File: src/rtl/line_fifo_reader_if.sv
`default_nettype none
// ============================================================================
// line_fifo_reader_if - RAM read port, line trigger and pixel stream bundle
// Rev 1.0
// ============================================================================
interface line_fifo_reader_if #(
  parameter int ADC_WIDHT = 14,
  parameter int ADDR_W    = 8
) ();
  logic                 i_line_ready;
  logic                 o_bank_sel;
  logic                 o_rd_en;
  logic [ADDR_W-1:0]    o_rd_addr;
  logic [ADC_WIDHT-1:0] i_rd_data;
  logic [ADC_WIDHT-1:0] o_data_out;
  logic                 o_data_valid;
  logic                 i_data_ready;
  logic                 o_line_start;
  logic                 o_line_end;
  logic                 o_busy;
  logic                 o_overrun;
  logic                 i_overrun_clr;

  // The reader side.
  modport master (
    input  i_line_ready, i_rd_data, i_data_ready, i_overrun_clr,
    output o_bank_sel, o_rd_en, o_rd_addr, o_data_out, o_data_valid,
           o_line_start, o_line_end, o_busy, o_overrun
  );

  // The writer / RAM / sink side.
  modport slave (
    output i_line_ready, i_rd_data, i_data_ready, i_overrun_clr,
    input  o_bank_sel, o_rd_en, o_rd_addr, o_data_out, o_data_valid,
           o_line_start, o_line_end, o_busy, o_overrun
  );
endinterface
`default_nettype wire

File: src/rtl/line_fifo_reader.sv
`default_nettype none
// ============================================================================
// line_fifo_reader - swaps ping-pong banks per line and streams the line out
// Rev 1.0
// ============================================================================
module line_fifo_reader #(
  parameter int ADC_WIDHT  = 14,
  parameter int PIX_IN_ROW = 160,
  parameter int ADDR_W     = 8
) (
  input  wire logic          clk,
  input  wire logic          rst_n,
  line_fifo_reader_if.master bus
);

  typedef enum logic [1:0] {
    S_IDLE  = 2'd0,
    S_READ  = 2'd1,
    S_DRAIN = 2'd2
  } state_t;

  localparam logic [ADDR_W-1:0] c_last_addr = ADDR_W'(PIX_IN_ROW - 1);
  localparam logic [ADDR_W-1:0] c_addr_one  = ADDR_W'(1);

  state_t                r_state;
  state_t                w_state_nxt;
  logic                  r_bank_sel;
  logic [ADDR_W-1:0]     r_rd_addr;
  logic                  r_pend;
  logic [ADDR_W-1:0]     r_pend_addr;
  logic [ADC_WIDHT-1:0]  r_data;
  logic                  r_valid;
  logic                  r_start;
  logic                  r_end;
  logic [ADC_WIDHT-1:0]  r_skid_data;
  logic                  r_skid_full;
  logic                  r_skid_start;
  logic                  r_skid_end;
  logic                  r_overrun;

  logic                  w_accept;
  logic                  w_busy;
  logic                  w_issue;
  logic                  w_line_go;
  logic                  w_ret_start;
  logic                  w_ret_end;

  assign w_accept    = r_valid & bus.i_data_ready;
  assign w_busy      = (r_state != S_IDLE);
  assign w_ret_start = (r_pend_addr == '0);
  assign w_ret_end   = (r_pend_addr == c_last_addr);

  always_comb begin
    w_state_nxt = r_state;
    w_issue     = 1'b0;
    w_line_go   = 1'b0;
    unique case (r_state)
      S_IDLE: begin
        if (bus.i_line_ready) begin
          w_line_go   = 1'b1;
          w_state_nxt = S_READ;
        end
      end
      // The read count is bounded by leaving READ right after the last address.
      S_READ: begin
        w_issue = (!r_valid || bus.i_data_ready) && !r_skid_full;
        if (w_issue && (r_rd_addr == c_last_addr)) begin
          w_state_nxt = S_DRAIN;
        end
      end
      S_DRAIN: begin
        if (w_accept && r_end && !r_skid_full) begin
          w_state_nxt = S_IDLE;
        end
      end
      default: w_state_nxt = S_IDLE;
    endcase
  end

  always_ff @(posedge clk or negedge rst_n) begin
    if (!rst_n) begin
      r_state     <= S_IDLE;
      r_bank_sel  <= 1'b0;
      r_rd_addr   <= '0;
      r_pend      <= 1'b0;
      r_pend_addr <= '0;
    end else begin
      r_state <= w_state_nxt;
      r_pend  <= w_issue;
      if (w_line_go) begin
        r_bank_sel <= ~r_bank_sel;
        r_rd_addr  <= '0;
      end else if (w_issue && (r_rd_addr != c_last_addr)) begin
        r_rd_addr <= r_rd_addr + c_addr_one;
      end
      if (w_issue) begin
        r_pend_addr <= r_rd_addr;
      end
    end
  end

  // Returning data can never meet a full skid: an issue needs an empty skid
  // and a free (or draining) output register in the same cycle.
  always_ff @(posedge clk or negedge rst_n) begin
    if (!rst_n) begin
      r_data       <= '0;
      r_valid      <= 1'b0;
      r_start      <= 1'b0;
      r_end        <= 1'b0;
      r_skid_data  <= '0;
      r_skid_full  <= 1'b0;
      r_skid_start <= 1'b0;
      r_skid_end   <= 1'b0;
    end else if (r_pend) begin
      if (!r_valid || w_accept) begin
        r_data  <= bus.i_rd_data;
        r_start <= w_ret_start;
        r_end   <= w_ret_end;
        r_valid <= 1'b1;
      end else begin
        r_skid_data  <= bus.i_rd_data;
        r_skid_start <= w_ret_start;
        r_skid_end   <= w_ret_end;
        r_skid_full  <= 1'b1;
      end
    end else if (w_accept) begin
      if (r_skid_full) begin
        r_data      <= r_skid_data;
        r_start     <= r_skid_start;
        r_end       <= r_skid_end;
        r_valid     <= 1'b1;
        r_skid_full <= 1'b0;
      end else begin
        r_valid <= 1'b0;
      end
    end
  end

  // A pulse while busy, including the cycle DRAIN hands back to IDLE, is an overrun.
  always_ff @(posedge clk or negedge rst_n) begin
    if (!rst_n) begin
      r_overrun <= 1'b0;
    end else if (bus.i_line_ready && w_busy) begin
      r_overrun <= 1'b1;
    end else if (bus.i_overrun_clr) begin
      r_overrun <= 1'b0;
    end
  end

  assign bus.o_bank_sel   = r_bank_sel;
  assign bus.o_rd_en      = w_issue;
  assign bus.o_rd_addr    = r_rd_addr;
  assign bus.o_data_out   = r_data;
  assign bus.o_data_valid = r_valid;
  assign bus.o_line_start = r_valid & r_start;
  assign bus.o_line_end   = r_valid & r_end;
  assign bus.o_busy       = w_busy;
  assign bus.o_overrun    = r_overrun;

endmodule
`default_nettype wire

File: src/flat_wrapper.sv
// flat-port wrapper written by rule: the top's interface ports become plain ports
module line_fifo_reader_flat 
#(
  parameter int ADC_WIDHT  = 14,
  parameter int PIX_IN_ROW = 160,
  parameter int ADDR_W     = 8
)
  (clk, rst_n, bus_i_line_ready, bus_i_rd_data, bus_i_data_ready, bus_i_overrun_clr, bus_o_bank_sel, bus_o_rd_en, bus_o_rd_addr, bus_o_data_out, bus_o_data_valid, bus_o_line_start, bus_o_line_end, bus_o_busy, bus_o_overrun);
  line_fifo_reader_if #(.ADC_WIDHT(ADC_WIDHT), .ADDR_W(ADDR_W)) bus_i ();
  input  wire logic clk;
  input  wire logic rst_n;
  input wire logic [$bits(bus_i.i_line_ready)-1:0] bus_i_line_ready;
  input wire logic [$bits(bus_i.i_rd_data)-1:0] bus_i_rd_data;
  input wire logic [$bits(bus_i.i_data_ready)-1:0] bus_i_data_ready;
  input wire logic [$bits(bus_i.i_overrun_clr)-1:0] bus_i_overrun_clr;
  output wire logic [$bits(bus_i.o_bank_sel)-1:0] bus_o_bank_sel;
  output wire logic [$bits(bus_i.o_rd_en)-1:0] bus_o_rd_en;
  output wire logic [$bits(bus_i.o_rd_addr)-1:0] bus_o_rd_addr;
  output wire logic [$bits(bus_i.o_data_out)-1:0] bus_o_data_out;
  output wire logic [$bits(bus_i.o_data_valid)-1:0] bus_o_data_valid;
  output wire logic [$bits(bus_i.o_line_start)-1:0] bus_o_line_start;
  output wire logic [$bits(bus_i.o_line_end)-1:0] bus_o_line_end;
  output wire logic [$bits(bus_i.o_busy)-1:0] bus_o_busy;
  output wire logic [$bits(bus_i.o_overrun)-1:0] bus_o_overrun;
  assign bus_i.i_line_ready = bus_i_line_ready;
  assign bus_i.i_rd_data = bus_i_rd_data;
  assign bus_i.i_data_ready = bus_i_data_ready;
  assign bus_i.i_overrun_clr = bus_i_overrun_clr;
  assign bus_o_bank_sel = bus_i.o_bank_sel;
  assign bus_o_rd_en = bus_i.o_rd_en;
  assign bus_o_rd_addr = bus_i.o_rd_addr;
  assign bus_o_data_out = bus_i.o_data_out;
  assign bus_o_data_valid = bus_i.o_data_valid;
  assign bus_o_line_start = bus_i.o_line_start;
  assign bus_o_line_end = bus_i.o_line_end;
  assign bus_o_busy = bus_i.o_busy;
  assign bus_o_overrun = bus_i.o_overrun;
  line_fifo_reader #(.ADC_WIDHT(ADC_WIDHT), .PIX_IN_ROW(PIX_IN_ROW), .ADDR_W(ADDR_W)) u_core (.clk(clk), .rst_n(rst_n), .bus(bus_i));
endmodule
File: config.mk
export PLATFORM = sky130hd
export DESIGN_NAME = line_fifo_reader_flat
export DESIGN_NICKNAME = d
export VERILOG_FILES = /design/src/rtl/line_fifo_reader_if.sv /design/src/rtl/line_fifo_reader.sv /design/src/flat_wrapper.sv
export SDC_FILE = /design/constraint.sdc
export NUM_CORES = 1
export LEC_CHECK = 0
export ABC_AREA = 1
export CAP_MARGIN = 20
export CORE_MARGIN = 2
export CORE_UTILIZATION = 35
export CTS_CLUSTER_SIZE = 20
export DETAILED_ROUTE_END_ITERATION = 7
export PLACE_DENSITY = 0.62
export SLEW_MARGIN = 25
export SYNTH_ARGS = -nofsm -noshare
export SYNTH_HDL_FRONTEND = slang
export SYNTH_SLANG_ARGS = --single-unit
File: constraint.sdc
create_clock -name clk -period 1.93 [get_ports clk]
set_clock_uncertainty 0.1 [all_clocks]
set_input_delay 0.386 -clock clk [delete_from_list [all_inputs] [get_ports clk]]
set_output_delay 0.386 -clock clk [all_outputs]
set_load 0.005 [all_outputs]
# [Word level (Yosys, flattened, before mapping)]
# Index checks and enable logic that the tools add are counted.
[word_totals] regBits=55 output_inout_bits=29
[op_classes] n_addsub=1 eq_ne=10 muxes=30 bitwise_logic=5 n_reduce_logical=22
[op_table] operator="14-bit two-way mux" count=4
[op_table] operator="1-bit two-way mux" count=20
[op_table] operator="8-bit equality test (second input constant)" count=2
[op_table] operator="8-bit two-way mux" count=2
[op_table] operator="2-bit nonzero test" count=5
[op_table] operator="8-bit by 1-bit adder with 8-bit output (second input constant)" count=1
[op_table] operator="8-bit logical NOT" count=1
[op_table] operator="8-bit inequality test (second input constant)" count=1
[op_table] operator="1-bit logical AND" count=6
[op_table] operator="2-bit two-way mux" count=3
[op_table] operator="2-bit inequality test (second input constant)" count=3
[op_table] operator="2-bit one-hot mux with 3 select lines" count=1
[op_table] operator="2-bit AND reduction" count=3
[op_table] operator="3-bit AND reduction" count=2
[op_table] operator="2-bit by 1-bit inequality test with 1-bit output (second input constant)" count=2
[op_table] operator="1-bit bitwise AND" count=3
[op_table] operator="2-bit by 1-bit equality test with 1-bit output (second input constant)" count=1
[op_table] operator="2-bit equality test (second input constant)" count=1
[op_table] operator="1-bit logical NOT" count=2
[op_table] operator="2-bit logical NOT" count=1
[op_table] operator="1-bit logical OR" count=2
[op_table] operator="1-bit inverter" count=2

# [Longest topological paths before layout]
[depth] word_depth=7 depth_mapped=8 ltp_nobuf=8

# [Worst setup path after synthesis]
# No wires, ideal clock.
[synth_path] kind="register to register" from="register u_core.r_rd_addr[1] (netlist: u_core.bus.o_rd_addr[1])" to="register u_core.r_rd_addr[5] (netlist: u_core.bus.o_rd_addr[5])" setup_time_ns=0.066 arrival_time_ns=1.260 t_required_ns=1.764 setup_slack_ns=0.504 stages_incl_launch_ff=8 path_buffers=0 synth_period_minus_slack_ns=1.426 cell_sequence="dfrtp_1 ha_1 nand3_1 nor2_2 nor2_4 nor2_4 nand2_1 nand2_1"
[synth_via] elab_chain_cells=3
[synth_rtl] element="from (decl)" line_no="line_fifo_reader.sv:28" source="logic [ADDR_W-1:0] r_rd_addr;"
[synth_rtl] element="from (signal assigned)" line_no="line_fifo_reader.sv:94" source="r_rd_addr <= r_rd_addr + c_addr_one;"
[synth_rtl] element="8-bit by 1-bit adder with 8-bit output or 8-bit inequality test (tied branches)" line_no="line_fifo_reader.sv:94, line_fifo_reader.sv:93"
[synth_rtl] element="8-bit two-way mux or 1-bit logical AND (tied branches)" line_no="line_fifo_reader.sv:93" source="end else if (w_issue && (r_rd_addr != c_last_addr)) begin"
[synth_rtl] element="8-bit two-way mux or 2-bit nonzero test (tied branches)"
# Several ways; a longest one is shown, not always the timed one. The select of a mux whose other input is x is not followed.
# A chain may end at the register's enable or synchronous reset.

# [Final worst setup path]
[layout_path] from="register u_core.r_valid (netlist: u_core.bus.o_data_valid)" to="output port bus_o_line_start"
[layout_via] elab_chain_cells=1
[layout_rtl] element="from (decl)" line_no="line_fifo_reader.sv:32" source="logic r_valid;"
[layout_rtl] element="from (signal assigned)" line_no="line_fifo_reader.sv:107" source="r_valid <= 1'b0;"
[layout_rtl] element="from (signal assigned)" line_no="line_fifo_reader.sv:119" source="r_valid <= 1'b1;"
[layout_rtl] element="from (signal assigned)" line_no="line_fifo_reader.sv:131" source="r_valid <= 1'b1;"
[layout_rtl] element="1-bit bitwise AND" line_no="line_fifo_reader.sv:155" source="assign bus.o_line_start = r_valid & r_start;"
[layout_rtl] element="to (decl)" line_no="flat_wrapper.sv:21" source="output wire logic [$bits(bus_i.o_line_start)-1:0] bus_o_line_start;"
# Every way passes these cells.

==> impl_results.md <==
* Final global-route overflow total at 0
* Synth unique cells at 26
* EDFF count, synth at 0
* Vias in the first global route at a little over 2,000
* Register Area at between 1000 and 1500 sq um
* Clock Sinks at 55
* Initial antenna violation count at 0
* Clock buffer count from CTS at 5
* I/O pin count at 48
* Pin count of the biggest net entering global routing at 29
* Worst Tran Pin Value at around 430 ps
* Pre-CTS setup slack at -209 ps
* Unrepaired setup endpoints after global routing: no
* Status: finished, final reports clean
* Number of cell rows at 31
* Slew headroom at 0.716
* Leading area contributor after synthesis: dfrtp_1
* Register area share after synthesis at 0.538
* Yosys top cell area share at 0.538
* Placed insts at roughly 450
* Clock power frac at 0.342
* Global-route wire length before repair at 9050 microns
* CTS tree: yes
* Utilization after layout at 0.465
* Routed len/inst at ~11 microns
* Critical path peak fanout at 5
* Final WL at roughly 5300 microns
* 1st-pass router iterations at 4
* Die footprint at between 8000 and 9000 sq um
* Final min period at 1860 ps
* Hold WS at between 300 and 400 ps
* Via-per-instance ratio at about 4.5
* H-tree levels at 2
* Dominant cells by area after synthesis: dfrtp_1 54%, nand2_1 19%, a31oi_2 4.9%, nor2_1 4.0%, inv_1 2.9%
* Post-CTS setup buffers at 0
* Gr usage total at 0.144
* P_int at between 1.5 and 2 mW
* Yosys warns at 0
* Synthesized area at between 2000 and 3000 sq um
* Dpl hpwl at roughly 3800 microns
* Hold crit path type: flip-flop to flip-flop
* Final worst-path cycle share at 0.964
* Initial Utilization at 0.357
* Count leader, synth: nand2_1
* Non-filler cells, final at ~460
* DR vias at about 2,100
* Post-synth top flop: dfrtp_1
* Setup tns final at 0 ps
* Leakage power at between 1.5 and 2 nW
* Slew Viols, Final at 0
* Mapped Nets at 324
* P_sw at 0.555 mW
* Syn Area/Cell at ~8.4 sq um
* Worst path slowest cell: clkdlybuf4s50_1
* Startpoint types: flip-flop
* Endpoints failing hold at 0
* CP Capture Type: primary output
* Die Y at between 80 and 90 microns
* Port Buffer Count at 47
* Commonest cells post-synth: 129 x nand2_1, 55 x dfrtp_1, 27 x nor2_1, 20 x inv_1, 12 x nand3_1
* Placement-stage cell area at approximately 3200 sq um
* Core Footprint at a little over 7000 sq um
* Final worst slack at 68.8 ps
* Max cap viols at 0
* Final net count at about 380
* Die width at 89.5 microns
* Cells along the critical path: buf_6, nand2_1, inv_1, clkdlybuf4s50_1
* Clk root buf: clkbuf_8
* Switch share at 0.238
* GPL Wtd Cong at between 0.8 and 0.9
* Number of synthesized register bits at between 50 and 60
* Clk_lat worst skew at 300 ps
* CP peak stage delay at between 400 and 500 ps
* Logic gate share of total power at 0.138
* Final Instance Area at between 3000 and 4000 sq um
* Drt initial violations at approximately 130
* Sequential group share of total power at 0.520
* CTS clk-pin slew, worst paths at roughly 100 ps
* Arrival time at the worst endpoint at roughly 1400 ps
* Antenna cell count at 0
* Asr flop ratio synth at 1.00
* Multi-input gate area at just over 1000 sq um
* Filler cells at just over 700
* Remaining antenna violation count at 0
* Required @ worst endpoint at around 1400 ps
* PD cells at ~700 nW/um^2
* VDD IR max at between 0.0004 and 0.0005 V
* Area growth syn-to-layout at 30.3%
* Number of remaining DRC errors at 0
* Power, Total at approximately 2.3 mW
* Finish-stage setup viols at 0
* Achievable frequency at 0.537 GHz
* Worst setup path class: flip-flop to primary output
* Syn Inst Count at between 300 and 400
* CTS Buffer Depth at 2
* Share of cells above drive strength 1 at 0.121
==> per-layer routing <==
layer | up-vias | wire length [microns] | global-route usage
met2 | 65 | 2480 | 0.242
li1 | 1081 | - | -
met4 | 0 | 31 | 0.0326
met1 | 954 | 2460 | 0.190
met3 | 5 | 329 | 0.0351
met5 | - | 0 | 0
==> cells in the final DEF (no fill, tap or decap) <==
cell             netlist  final
a21oi_1                5      5
a22oi_1                1      1
a31oi_1                4      4
a31oi_2               10     10
buf_12                 0      1
buf_2                  4      1
buf_4                  1     12
buf_6                  3      1
bufinv_16              0      1
clkbuf_8               0      6
clkdlybuf4s50_1        0     44
dfrtp_1               55     55
dlygate4sd2_1          0      1
dlygate4sd3_1          0      1
dlymetal6s2s_1         0      1
ha_1                   1      1
inv_1                 20     19
inv_2                  2      3
inv_6                  1      2
nand2_1              129    129
nand2_2                2      2
nand3_1               12     12
nand3_2                1      1
nand4_1                4      4
nor2_1                27     27
nor2_2                 1      1
nor2_4                 3      3
nor3_1                 2      2
o21ai_0               10     10
o31ai_1                1      1
xnor2_1                1      1
xor2_1                 2      2
==> power by group through the flow <==
stage / combinational [mW] / clock (mW) / sequential (mW)
floorplan: 0.130 / 0 / 1.24
global placement: 0.320 / 0 / 1.24
detailed placement: 0.326 / 0 / 1.24
CTS: 0.330 / 0.824 / 1.22
global route: 0.363 / 0.860 / 1.22
finish: 0.321 / 0.799 / 1.21
==> worst max-delay path, delay by kind of cell (launching register included) <==
family,cells,cell delay [ps]
DFF,1,380
buffers and inverters,3,640
and+or+nand+nor,1,40
==> sequential cells by signal, summed over array words and instances, names as in the netlist <==
signal	cells
u_core.bus.o_bank_sel	1
u_core.bus.o_data_out	14
u_core.bus.o_data_valid	1
u_core.bus.o_overrun	1
u_core.bus.o_rd_addr	8
u_core.r_end	1
u_core.r_pend	1
u_core.r_pend_addr	8
u_core.r_skid_data	14
u_core.r_skid_end	1
u_core.r_skid_full	1
u_core.r_skid_start	1
u_core.r_start	1
u_core.r_state	2
==> worst paths after layout <==
path | from | end | slack, ps | cells after the start
max | u_core.bus.o_data_valid | bus_o_line_start | 70 | 4
min | u_core.r_skid_data[7] | u_core.r_skid_data[7] | 380 | 2
max reg2reg | u_core.bus.o_rd_addr[1] | u_core.bus.o_rd_addr[6] | 290 | 7
min reg2reg | u_core.r_skid_data[7] | u_core.r_skid_data[7] | 380 | 2
max in group asynchronous | rst_n | u_core.r_pend_addr[0] | 630 | 3
min in group asynchronous | rst_n | u_core.r_skid_data[11] | 430 | 2
==> repair_timing <==
item	in CTS	in global routing
resized for setup	2	2
hold buffers	1	0
endpoints found under the setup margin	1	1
endpoints found under the hold margin	17	0
==> cell type report <==
cell class | count | area share
clock buffers | 6 | 0.0248
clock inverters | 2 | 0.0116
inverters | 23 | 0.0274
multi-input cells | 216 | 0.307
flip-flops and latches | 55 | 0.413
well taps | 99 | 0.0372
repair buffers | 62 | 0.179
==> logic make-up (layout without fill, tap and decap cells) <==
| kind of cell | Yosys count | after routing | synth area share |
|---|---|---|---|
| AO/OA/AOI/OAI | 31 | 31 | 0.0939 |
| XOR/XNOR | 3 | 3 | 0.0103 |
| adder cells (fa/ha/maj) | 1 | 1 | 0.00489 |
| buffers and inverters | 33 | 93 | 0.0626 |
| flip-flops | 55 | 55 | 0.538 |
| AND/OR/NAND/NOR | 181 | 181 | 0.290 |
Note: power is estimated with default switching activity, not from simulation.
